### src/rtl/alu_seq.sv
// Registered ALU with start/done handshake and status flags.
// Optional shift-add multiplier compiled in when ALU_SEQ_MUL_EN is defined.
module alu_seq #(
  parameter int WIDTH = 8
) (
  input  logic             clk,
  input  logic             rst_n,
  input  logic             start,
  input  logic [2:0]       inst,
  input  logic [WIDTH-1:0] operand_1,
  input  logic [WIDTH-1:0] operand_2,
  output logic             busy,
  output logic             done,
  output logic [WIDTH-1:0] sol,
  output logic             carry,
  output logic             zero,
  output logic             overflow
);

  localparam logic [2:0] OP_ADD = 3'b001;
  localparam logic [2:0] OP_SUB = 3'b010;
  localparam logic [2:0] OP_AND = 3'b011;
  localparam logic [2:0] OP_OR  = 3'b100;
  localparam logic [2:0] OP_XOR = 3'b101;

  logic [WIDTH-1:0] sol_reg, sol_next;
  logic             carry_reg, carry_next;
  logic             zero_reg, zero_next;
  logic             ovf_reg, ovf_next;
  logic             done_reg, done_next;

  logic [WIDTH:0]   add_sum;
  logic [WIDTH:0]   sub_diff;
  logic [WIDTH-1:0] alu_sol;
  logic             alu_carry;
  logic             alu_ovf;
  logic             alu_commit;

  // Single-cycle result; alu_commit is low for opcodes that leave state untouched.
  always_comb begin
    add_sum    = {1'b0, operand_1} + {1'b0, operand_2};
    sub_diff   = {1'b0, operand_1} - {1'b0, operand_2};
    alu_sol    = '0;
    alu_carry  = 1'b0;
    alu_ovf    = 1'b0;
    alu_commit = 1'b1;
    case (inst)
      OP_ADD: begin
        alu_sol   = add_sum[WIDTH-1:0];
        alu_carry = add_sum[WIDTH];
        alu_ovf   = (operand_1[WIDTH-1] == operand_2[WIDTH-1]) &&
                    (add_sum[WIDTH-1] != operand_1[WIDTH-1]);
      end
      OP_SUB: begin
        alu_sol   = sub_diff[WIDTH-1:0];
        alu_carry = sub_diff[WIDTH];
        alu_ovf   = (operand_1[WIDTH-1] != operand_2[WIDTH-1]) &&
                    (sub_diff[WIDTH-1] != operand_1[WIDTH-1]);
      end
      OP_AND:  alu_sol = operand_1 & operand_2;
      OP_OR:   alu_sol = operand_1 | operand_2;
      OP_XOR:  alu_sol = operand_1 ^ operand_2;
      default: alu_commit = 1'b0;
    endcase
  end

`ifdef ALU_SEQ_MUL_EN
  localparam logic [2:0] OP_MUL = 3'b110;
  localparam int CW = (WIDTH > 2) ? $clog2(WIDTH) : 1;
  localparam logic [CW-1:0] CNT_LAST = CW'(WIDTH - 1);

  typedef enum logic {S_IDLE, S_MUL} state_t;

  state_t             state_reg, state_next;
  logic [2*WIDTH-1:0] acc_reg, acc_next;
  logic [WIDTH-1:0]   mcand_reg, mcand_next;
  logic [WIDTH-1:0]   mplier_reg, mplier_next;
  logic [CW-1:0]      cnt_reg, cnt_next;
  logic [2*WIDTH-1:0] acc_step;

  // Partial product for the current multiplier bit, weighted by the iteration.
  assign acc_step = acc_reg + (mplier_reg[cnt_reg] ?
                    ({{WIDTH{1'b0}}, mcand_reg} << cnt_reg) : '0);

  always_comb begin
    sol_next    = sol_reg;
    carry_next  = carry_reg;
    zero_next   = zero_reg;
    ovf_next    = ovf_reg;
    done_next   = 1'b0;
    state_next  = state_reg;
    acc_next    = acc_reg;
    mcand_next  = mcand_reg;
    mplier_next = mplier_reg;
    cnt_next    = cnt_reg;
    case (state_reg)
      S_IDLE: begin
        if (start) begin
          if (inst == OP_MUL) begin
            mcand_next  = operand_1;
            mplier_next = operand_2;
            acc_next    = '0;
            cnt_next    = '0;
            state_next  = S_MUL;
          end else begin
            done_next = 1'b1;
            if (alu_commit) begin
              sol_next   = alu_sol;
              carry_next = alu_carry;
              ovf_next   = alu_ovf;
              zero_next  = (alu_sol == '0);
            end
          end
        end
      end
      S_MUL: begin
        acc_next = acc_step;
        if (cnt_reg == CNT_LAST) begin
          sol_next   = acc_step[WIDTH-1:0];
          carry_next = (acc_step[2*WIDTH-1:WIDTH] != '0);
          ovf_next   = (acc_step[2*WIDTH-1:WIDTH] != '0);
          zero_next  = (acc_step[WIDTH-1:0] == '0);
          done_next  = 1'b1;
          cnt_next   = '0;
          state_next = S_IDLE;
        end else begin
          cnt_next = cnt_reg + 1'b1;
        end
      end
      default: state_next = S_IDLE;
    endcase
  end

  always_ff @(posedge clk or negedge rst_n) begin
    if (!rst_n) begin
      state_reg  <= S_IDLE;
      acc_reg    <= '0;
      mcand_reg  <= '0;
      mplier_reg <= '0;
      cnt_reg    <= '0;
    end else begin
      state_reg  <= state_next;
      acc_reg    <= acc_next;
      mcand_reg  <= mcand_next;
      mplier_reg <= mplier_next;
      cnt_reg    <= cnt_next;
    end
  end

  assign busy = (state_reg == S_MUL);
`else
  // Without the multiplier every opcode completes in one cycle; 3'b110 acts as NOP.
  always_comb begin
    sol_next   = sol_reg;
    carry_next = carry_reg;
    zero_next  = zero_reg;
    ovf_next   = ovf_reg;
    done_next  = 1'b0;
    if (start) begin
      done_next = 1'b1;
      if (alu_commit) begin
        sol_next   = alu_sol;
        carry_next = alu_carry;
        ovf_next   = alu_ovf;
        zero_next  = (alu_sol == '0);
      end
    end
  end

  assign busy = 1'b0;
`endif

  always_ff @(posedge clk or negedge rst_n) begin
    if (!rst_n) begin
      sol_reg   <= '0;
      carry_reg <= 1'b0;
      zero_reg  <= 1'b0;
      ovf_reg   <= 1'b0;
      done_reg  <= 1'b0;
    end else begin
      sol_reg   <= sol_next;
      carry_reg <= carry_next;
      zero_reg  <= zero_next;
      ovf_reg   <= ovf_next;
      done_reg  <= done_next;
    end
  end

  assign sol      = sol_reg;
  assign carry    = carry_reg;
  assign zero     = zero_reg;
  assign overflow = ovf_reg;
  assign done     = done_reg;

endmodule

### config.mk
export PLATFORM = sky130hd
export DESIGN_NAME = alu_seq
export DESIGN_NICKNAME = d
export VERILOG_FILES = /design/src/rtl/alu_seq.sv
export SDC_FILE = /design/constraint.sdc
export NUM_CORES = 1
export LEC_CHECK = 0
export ABC_CLOCK_PERIOD_IN_PS = 2300
export CAP_MARGIN = 20
export CORE_MARGIN = 10
export CORE_UTILIZATION = 30
export DETAILED_ROUTE_END_ITERATION = 16
export PLACE_DENSITY = 0.62
export SYNTH_ARGS = -nofsm -noshare
export SYNTH_HDL_FRONTEND = slang
export SYNTH_SLANG_ARGS = --single-unit
export TNS_END_PERCENT = 1
### constraint.sdc
create_clock -name clk -period 2.3 [get_ports clk]
set_input_delay 0.23 -clock clk [delete_from_list [all_inputs] [get_ports clk]]
set_output_delay 0.23 -clock clk [all_outputs]
set_load 0.05 [all_outputs]
==> reports/results.ini, run 1 <==
[critical_path]
end_kind=register
worst_path_max_delay_cell=a221o_1
cp-start-kind=input port
crit_chain=dlygate4sd2_1, buf_4, ha_2, a211oi_4, nor2_2, o31a_1, a221o_1, a222oi_1, buf_4, a32o_1
crit_family=compound AO/OA/AOI/OAI gates
arrival_ns=2.48
cp_common_cell=buf_4
critPathBufInv=3
path_max_fanout=3
required_ns=2.48
worstSetupPathType=input port to register
critPathMaxStageDelay_ns=0.35

[yosys]
yosys-top-cells-count=27 x inv_1, 24 x ha_1, 17 x nor2_1
synth.most_common_cell=inv_1
synth_cells=217
syn_nets=265
ys_seq_elements=12
synth_edf_count=0
yosysWarnings=0
synth_area_um2=1750
seq_area_frac_synth_pct=17.2
ys_types=61
syn_avg_cell_area_um2=8.04
synth.top_cell.area_share_pct=17.2
synth-async-reset-ratio_pct=100
synthFlopType=dfrtp_1
ys_top_cells_by_area=dfrtp_1 17%, ha_1 17%, inv_1 5.8%, nor2_1 3.7%, a21oi_1 3.4%
synth_top_cell_by_area=dfrtp_1

[place]
gp_congestion=0.951
portBuffers=33
post_dp_cell_area_um2=2600
dp_hpwl_mm=4.58

[final_layout]
largest_register_ffs=8
diodes=0
nets=362
design_area_um2=2950
regArea_um2=300
final_layout_size_suffix_gt1_share_pct=40.6
synthToLayoutAreaGrowth_pct=68.8
multiInputGateArea_um2=1530
fillers=512

[global_route]
grt-ovfl-total=0
grt_pass1_vias=2100
track_usage_pct=12.1
antenna_found_initial=0
grt_max_degree=13
grt_pass1_wl_mm=9.23

[detailed_routing]
wl_met3_um=302
drt-initial-drc-count=89
met2_length_mm=2.67
avgRoutedWirePerCell_um=14.2
drc_errors=0
wirelength_mm=5.46
drtAntennaViolNets=0
top_layer_used=met4
drt_first_pass_iters=4
via_per_inst=5.08
vias=1957
wl_met1_mm=2.37

[cts]
cts_tree=yes
postCtsHoldBufs=0
clkTransAtPathRegs_ns=0.05
cts_max_level=1
clock_sinks=12
cts_buffers=3
clkLatencyLatePin_ns=0.24
cts_root_buf=clkbuf_8
clock_path_buffers=2

[timing]
setup_viol=1
rsz0062_at_grt=yes
hold_viol=0
min_period_ns=2.30
drv_slew=0
clock_skew_ns=0
finalCritPeriodShare_pct=100
worst_slack_ns=-0.00291
max_slew_margin_pct=65.3
worstMarginPinSlew_ns=0.518
clock.fmax_ghz=0.434
setup_tns_ns=-0.00291

[floorplanning]
die_w_um=96.3
initial_core_util_pct=31.3
die_h_um=96.3
rows=27
fp.dieArea_um2=9270
coreArea_um2=5570
pin_count=35

[power_and_ir_drop]
peakVddDrop_mv=0.352
p_leak_nw=1.32
powerDensity_nw_per_um2=430

[status]
violations=setup timing
status=finished, violations left

[hold_path]
holdCritPathClass=input port to asynchronous set/reset pin

[job]
drv_cap=0

==> per-layer routing <==
layer,GRT usage [%],up-vias
met1,14.5,910
met3,0.934,12
met2,21.6,56
met5,0,-
li1,-,979
met4,5.16,0
==> what timing repair did <==
action / CTS / global route
pin swaps: 20 / 7
gates resized for setup: 50 / 13
endpoints found under the setup margin: 6 / 7
endpoints found under the hold margin: 0 / 0
buffers inserted: 5 / 0
==> path summary, 6_finish.rpt <==
| kind | start | to | slack (ns) | cells past startpoint |
|---|---|---|---|---|
| worst max-delay path | operand_1[1] | zero$_DFFE_PN0P_ | -0.003 | 10 |
| worst min-delay path | rst_n | sol[3]$_DFFE_PN0P_ | 0.34 | 1 |
| worst max register to register | sol[6]$_DFFE_PN0P_ | sol[6]$_DFFE_PN0P_ | 1.53 | 1 |
| worst min register to register | sol[7]$_DFFE_PN0P_ | sol[7]$_DFFE_PN0P_ | 0.49 | 2 |
| max in group asynchronous | rst_n | done$_DFF_PN0_ | 1.62 | 1 |
| min in group clk | sol[7]$_DFFE_PN0P_ | sol[7]$_DFFE_PN0P_ | 0.49 | 2 |
==> cell usage in the layout, fill, tap and decap left out, types with 5 or more instances in the layout <==
| master | n |
|---|---|
| a211oi_1 | 5 |
| a21oi_1 | 12 |
| buf_4 | 69 |
| clkdlybuf4s50_1 | 26 |
| dfrtp_1 | 12 |
| dlygate4sd2_1 | 6 |
| ha_1 | 12 |
| ha_2 | 6 |
| ha_4 | 6 |
| inv_1 | 20 |
| inv_2 | 8 |
| nand2_1 | 9 |
| nand2b_1 | 6 |
| nor2_1 | 15 |
| nor3_1 | 6 |
| o21ai_1 | 5 |
==> stage by stage <==
step                      setup WS [ns]  power (W)  hold WS [ns]  std cells  utilization [%]
after floorplan                  0.0600   0.000659       -0.0656        217                -
after global routing            -0.0737    0.00135         0.393        385             52.9
after CTS                     -0.000274    0.00126         0.359        385             52.1
final                          -0.00291    0.00127         0.337        385             52.9
after global placement           -0.571   0.000954         0.470        376             46.6
after detailed placement         -0.590   0.000959         0.482        376             46.6
==> cells by family after synthesis <==
| kind of cell | share of synthesized area (%) |
|---|---|
| AOI/OAI and AO/OA | 28.7 |
| and+or+nand+nor | 18.6 |
| buffers and inverters | 9.53 |
| adders and majority gates | 19.5 |
| DFF | 17.2 |
| xor gates and xnor gates | 3.01 |
| muxes | 3.23 |
| other | 0.215 |
==> report_power, final <==
| part | total, W | internal, W | switching [W] |
|---|---|---|---|
| combinational | 0.000781 | 0.000362 | 0.000419 |
| sequential | 0.000265 | 0.000248 | 0.0000171 |
| clock | 0.000222 | 0.000151 | 0.0000717 |
| total | 0.00127 | 0.000761 | 0.000507 |
==> cell type report <==
class | instances | area share (%)
Multi-Input combinational cell | 165 | 51.9
Clock buffer | 4 | 1.87
Tap cell | 72 | 3.06
Inverter | 28 | 3.57
Timing Repair Buffer | 104 | 29.4
Sequential cell | 12 | 10.2
(Power assumes the default switching activity.)
==> inputs of run 2 (changes only) <==
--- a/config.mk
+++ b/config.mk
@@ -5,12 +5,15 @@
 export SDC_FILE = /design/constraint.sdc
 export NUM_CORES = 1
 export LEC_CHECK = 0
+export ABC_AREA = 1
 export ABC_CLOCK_PERIOD_IN_PS = 2300
 export CAP_MARGIN = 20
 export CORE_MARGIN = 10
 export CORE_UTILIZATION = 30
+export CTS_CLUSTER_DIAMETER = 200
 export DETAILED_ROUTE_END_ITERATION = 16
-export PLACE_DENSITY = 0.62
+export GPL_ROUTABILITY_DRIVEN = 0
+export PLACE_DENSITY = 0.63
 export SYNTH_ARGS = -nofsm -noshare
 export SYNTH_HDL_FRONTEND = slang
 export SYNTH_SLANG_ARGS = --single-unit
==> reports/results.ini, run 2 <==
[yosys]
ys_types=21  ; was 61
synth_edf_count=0  ; unchanged
synth_area_um2=1690  ; was 1750 µm²
yosys-top-cells-count=94 x nand2_1, 52 x inv_1, 33 x nor2_1  ; was 27 x inv_1, 24 x ha_1, 17 x nor2_1
synth.most_common_cell=nand2_1  ; was inv_1
synth_top_cell_by_area=nand2_1  ; was dfrtp_1
synth-async-reset-ratio_pct=100  ; unchanged
synthFlopType=dfrtp_1  ; unchanged
yosysWarnings=0  ; unchanged
synth.top_cell.area_share_pct=20.9  ; was 17.2%
synth_cells=286  ; was 217
ys_seq_elements=12  ; unchanged
syn_nets=334  ; was 265
ys_top_cells_by_area=nand2_1 21%, dfrtp_1 18%, ha_1 18%, inv_1 12%, nand3_1 8.9%  ; was dfrtp_1 17%, ha_1 17%, inv_1 5.8%, nor2_1 3.7%, a21oi_1 3.4%
syn_avg_cell_area_um2=5.91  ; was 8.04 µm²
seq_area_frac_synth_pct=17.8  ; was 17.2%

[critical_path]
arrival_ns=2.31  ; was 2.48 ns
critPathMaxStageDelay_ns=0.48  ; was 0.35 ns
cp-start-kind=input port  ; unchanged
worstSetupPathType=input port to register  ; unchanged
worst_path_max_delay_cell=clkdlybuf4s50_1  ; was a221o_1
cp_common_cell=nand2_1  ; was buf_4
required_ns=2.47  ; was 2.48 ns
crit_chain=clkdlybuf4s50_1, inv_1, ha_1, fa_1, inv_1, nand2_1, nand2_1, nand3_1, nand2_1, nand2_1, nand3_1, nand3_1, nor2_1, nand3_1, nand2_1  ; was dlygate4sd2_1, buf_4, ha_2, a211oi_4, nor2_2, o31a_1, a221o_1, a222oi_1, buf_4, a32o_1
end_kind=register  ; unchanged
path_max_fanout=3  ; unchanged

[timing]
rsz0062_at_grt=no  ; was yes
setup_tns_ns=0  ; was -0.00291 ns
max_slew_margin_pct=65.4  ; was 65.3%
drv_slew=0  ; unchanged
worstMarginPinSlew_ns=0.517  ; was 0.518 ns
hold_viol=0  ; unchanged
finalCritPeriodShare_pct=92.9  ; was 100%
setup_viol=0  ; was 1
clock.fmax_ghz=0.468  ; was 0.434 GHz
clock_skew_ns=0  ; unchanged
worst_slack_ns=0.163  ; was -0.00291 ns
min_period_ns=2.14  ; was 2.30 ns

[final_layout]
fin_util_pct=41.5  ; was 52.9%
nets=385  ; was 362
diodes=0  ; unchanged
largest_register_ffs=8  ; unchanged
design_area_um2=2270  ; was 2950 µm²
synthToLayoutAreaGrowth_pct=34.5  ; was 68.8%
layout_commonest_cell=nand2_1  ; was buf_4
layout_common_cells=94 x nand2_1, 52 x inv_1, 33 x nor2_1, 33 x clkdlybuf4s50_1, 30 x nand3_1  ; was 69 x buf_4, 26 x clkdlybuf4s50_1, 20 x inv_1
final_layout_size_suffix_gt1_share_pct=6.85  ; was 40.6%

[cts]
cts_max_level=1  ; unchanged
postCtsSetupBuffers=0  ; was 5
postCtsHoldBufs=0  ; unchanged
cts_tree=yes  ; unchanged
cts_buffers=3  ; unchanged
clkTransAtPathRegs_ns=0.05  ; about the same
cts_root_buf=clkbuf_8  ; unchanged
cts_resized=0  ; was 50
clkLatencyLatePin_ns=0.23  ; was 0.24 ns
clock_sinks=12  ; unchanged
clock_path_buffers=2  ; unchanged

[place]
dp_hpwl_mm=3.99  ; was 4.58 mm
dp_slack_ns=-0.0451  ; was -0.590 ns
post_dp_cell_area_um2=2220  ; was 2600 µm²
portBuffers=33  ; unchanged

[detailed_routing]
via_per_inst=4.60  ; was 5.08
avgRoutedWirePerCell_um=11.4  ; was 14.2 µm
drtAntennaViolNets=0  ; unchanged
drt_first_pass_iters=4  ; unchanged
wirelength_mm=4.66  ; was 5.46 mm
vias=1876  ; was 1957
drt-initial-drc-count=135  ; was 89
drc_errors=0  ; unchanged

[global_route]
grt_pass1_vias=1843  ; was 2100
track_usage_pct=10.6  ; was 12.1%
grt_max_degree=13  ; unchanged
grt_pass1_wl_mm=8.02  ; was 9.23 mm
antenna_found_initial=0  ; unchanged
grt-ovfl-total=0  ; unchanged

[floorplanning]
pin_count=35  ; unchanged
fp.dieArea_um2=9030  ; was 9270 µm²
die_w_um=95.0  ; was 96.3 µm
coreArea_um2=5470  ; was 5570 µm²
initial_core_util_pct=30.9  ; was 31.3%
rows=27  ; unchanged
die_h_um=95.0  ; was 96.3 µm

[power_and_ir_drop]
peakVddDrop_mv=0.319  ; was 0.352 mV
p_total_w=0.00103  ; was 0.00127 W
powerDensity_nw_per_um2=452  ; was 430 nW/µm²
p_leak_nw=1.27  ; was 1.32 nW

[hold_path]
holdCritPathClass=input port to asynchronous set/reset pin  ; unchanged

[status]
status=finished, final reports clean  ; was finished, violations left

[job]
drv_cap=0  ; unchanged

==> run 2: cell count changes in the layout (fill, tap and decap cells not counted), sizes merged, moves of 8 or more <==
cell	previous run	this run
nand2	9	94
buf	71	19
nand3	2	30
inv	28	52
nor2	17	33
a211oi	8	0
==> run 2: power breakdown <==
group | leakage (nW) | internal [W] | switching, W | total, W
clock network | 0.0288 | 0.000151 | 0.0000711 | 0.000222
logic | 1.08 | 0.000208 | 0.000338 | 0.000545
registers | 0.155 | 0.000243 | 0.0000164 | 0.000259
total | 1.27 | 0.000601 | 0.000425 | 0.00103
==> run 2: area by class of cell <==
type                            count  area [µm²]
Clock buffer                        4        55.1
Timing Repair Buffer               52         473
Sequential cell                    12         300
Fill cell                         597        3200
Multi-Input combinational cell    216        1160
Tap cell                           72        90.1
Inverter                           52         195
==> run 2: cells by family (layout without fill, tap and decap cells) <==
| kind of cell | after synthesis | count (layout) | share of synthesized area [%] |
|---|---|---|---|
| XOR/XNOR | 1 | 1 | 0.519 |
| adder cells (fa/ha/maj) | 26 | 26 | 20.1 |
| AND/OR/NAND/NOR | 163 | 163 | 39.4 |
| AO/OA/AOI/OAI | 25 | 25 | 8.30 |
| other | 1 | 1 | 0.222 |
| flip-flops | 12 | 12 | 17.8 |
| buffers and inverters | 58 | 108 | 13.6 |
==> run 2: path summary, 6_finish.rpt <==
kind	from	endpoint	slack (ns)	cells past startpoint
worst max-delay path	operand_1[0]	zero$_DFFE_PN0P_	0.16	15
max in group asynchronous	rst_n	sol[6]$_DFFE_PN0P_	1.62	1
worst min-delay path	rst_n	sol[0]$_DFFE_PN0P_	0.34	1
worst max register to register	sol[2]$_DFFE_PN0P_	sol[2]$_DFFE_PN0P_	1.63	1
min in group clk	sol[5]$_DFFE_PN0P_	sol[5]$_DFFE_PN0P_	0.48	2
worst min register to register	sol[5]$_DFFE_PN0P_	sol[5]$_DFFE_PN0P_	0.48	2
==> run 2: per-layer routing <==
metal  track usage (%)  share of wire (%)
met1              12.9                 46
met2              18.8                 46
met3              1.89                6.9
met4              2.24                1.1
met5                 0                  0
==> run 2: worst max-delay path, delay by kind of cell <==
| family | cells | cell delay, ns |
|---|---|---|
| fa+ha+maj | 2 | 0.64 |
| simple gates | 10 | 0.84 |
| buf+inv | 3 | 0.61 |
==> run 2: through the flow <==
step,cells,hold WS [ns]
after floorplan,286,-0.0656
after global placement,404,0.463
after detailed placement,404,0.466
after CTS,408,0.363
after global routing,408,0.387
final,408,0.341
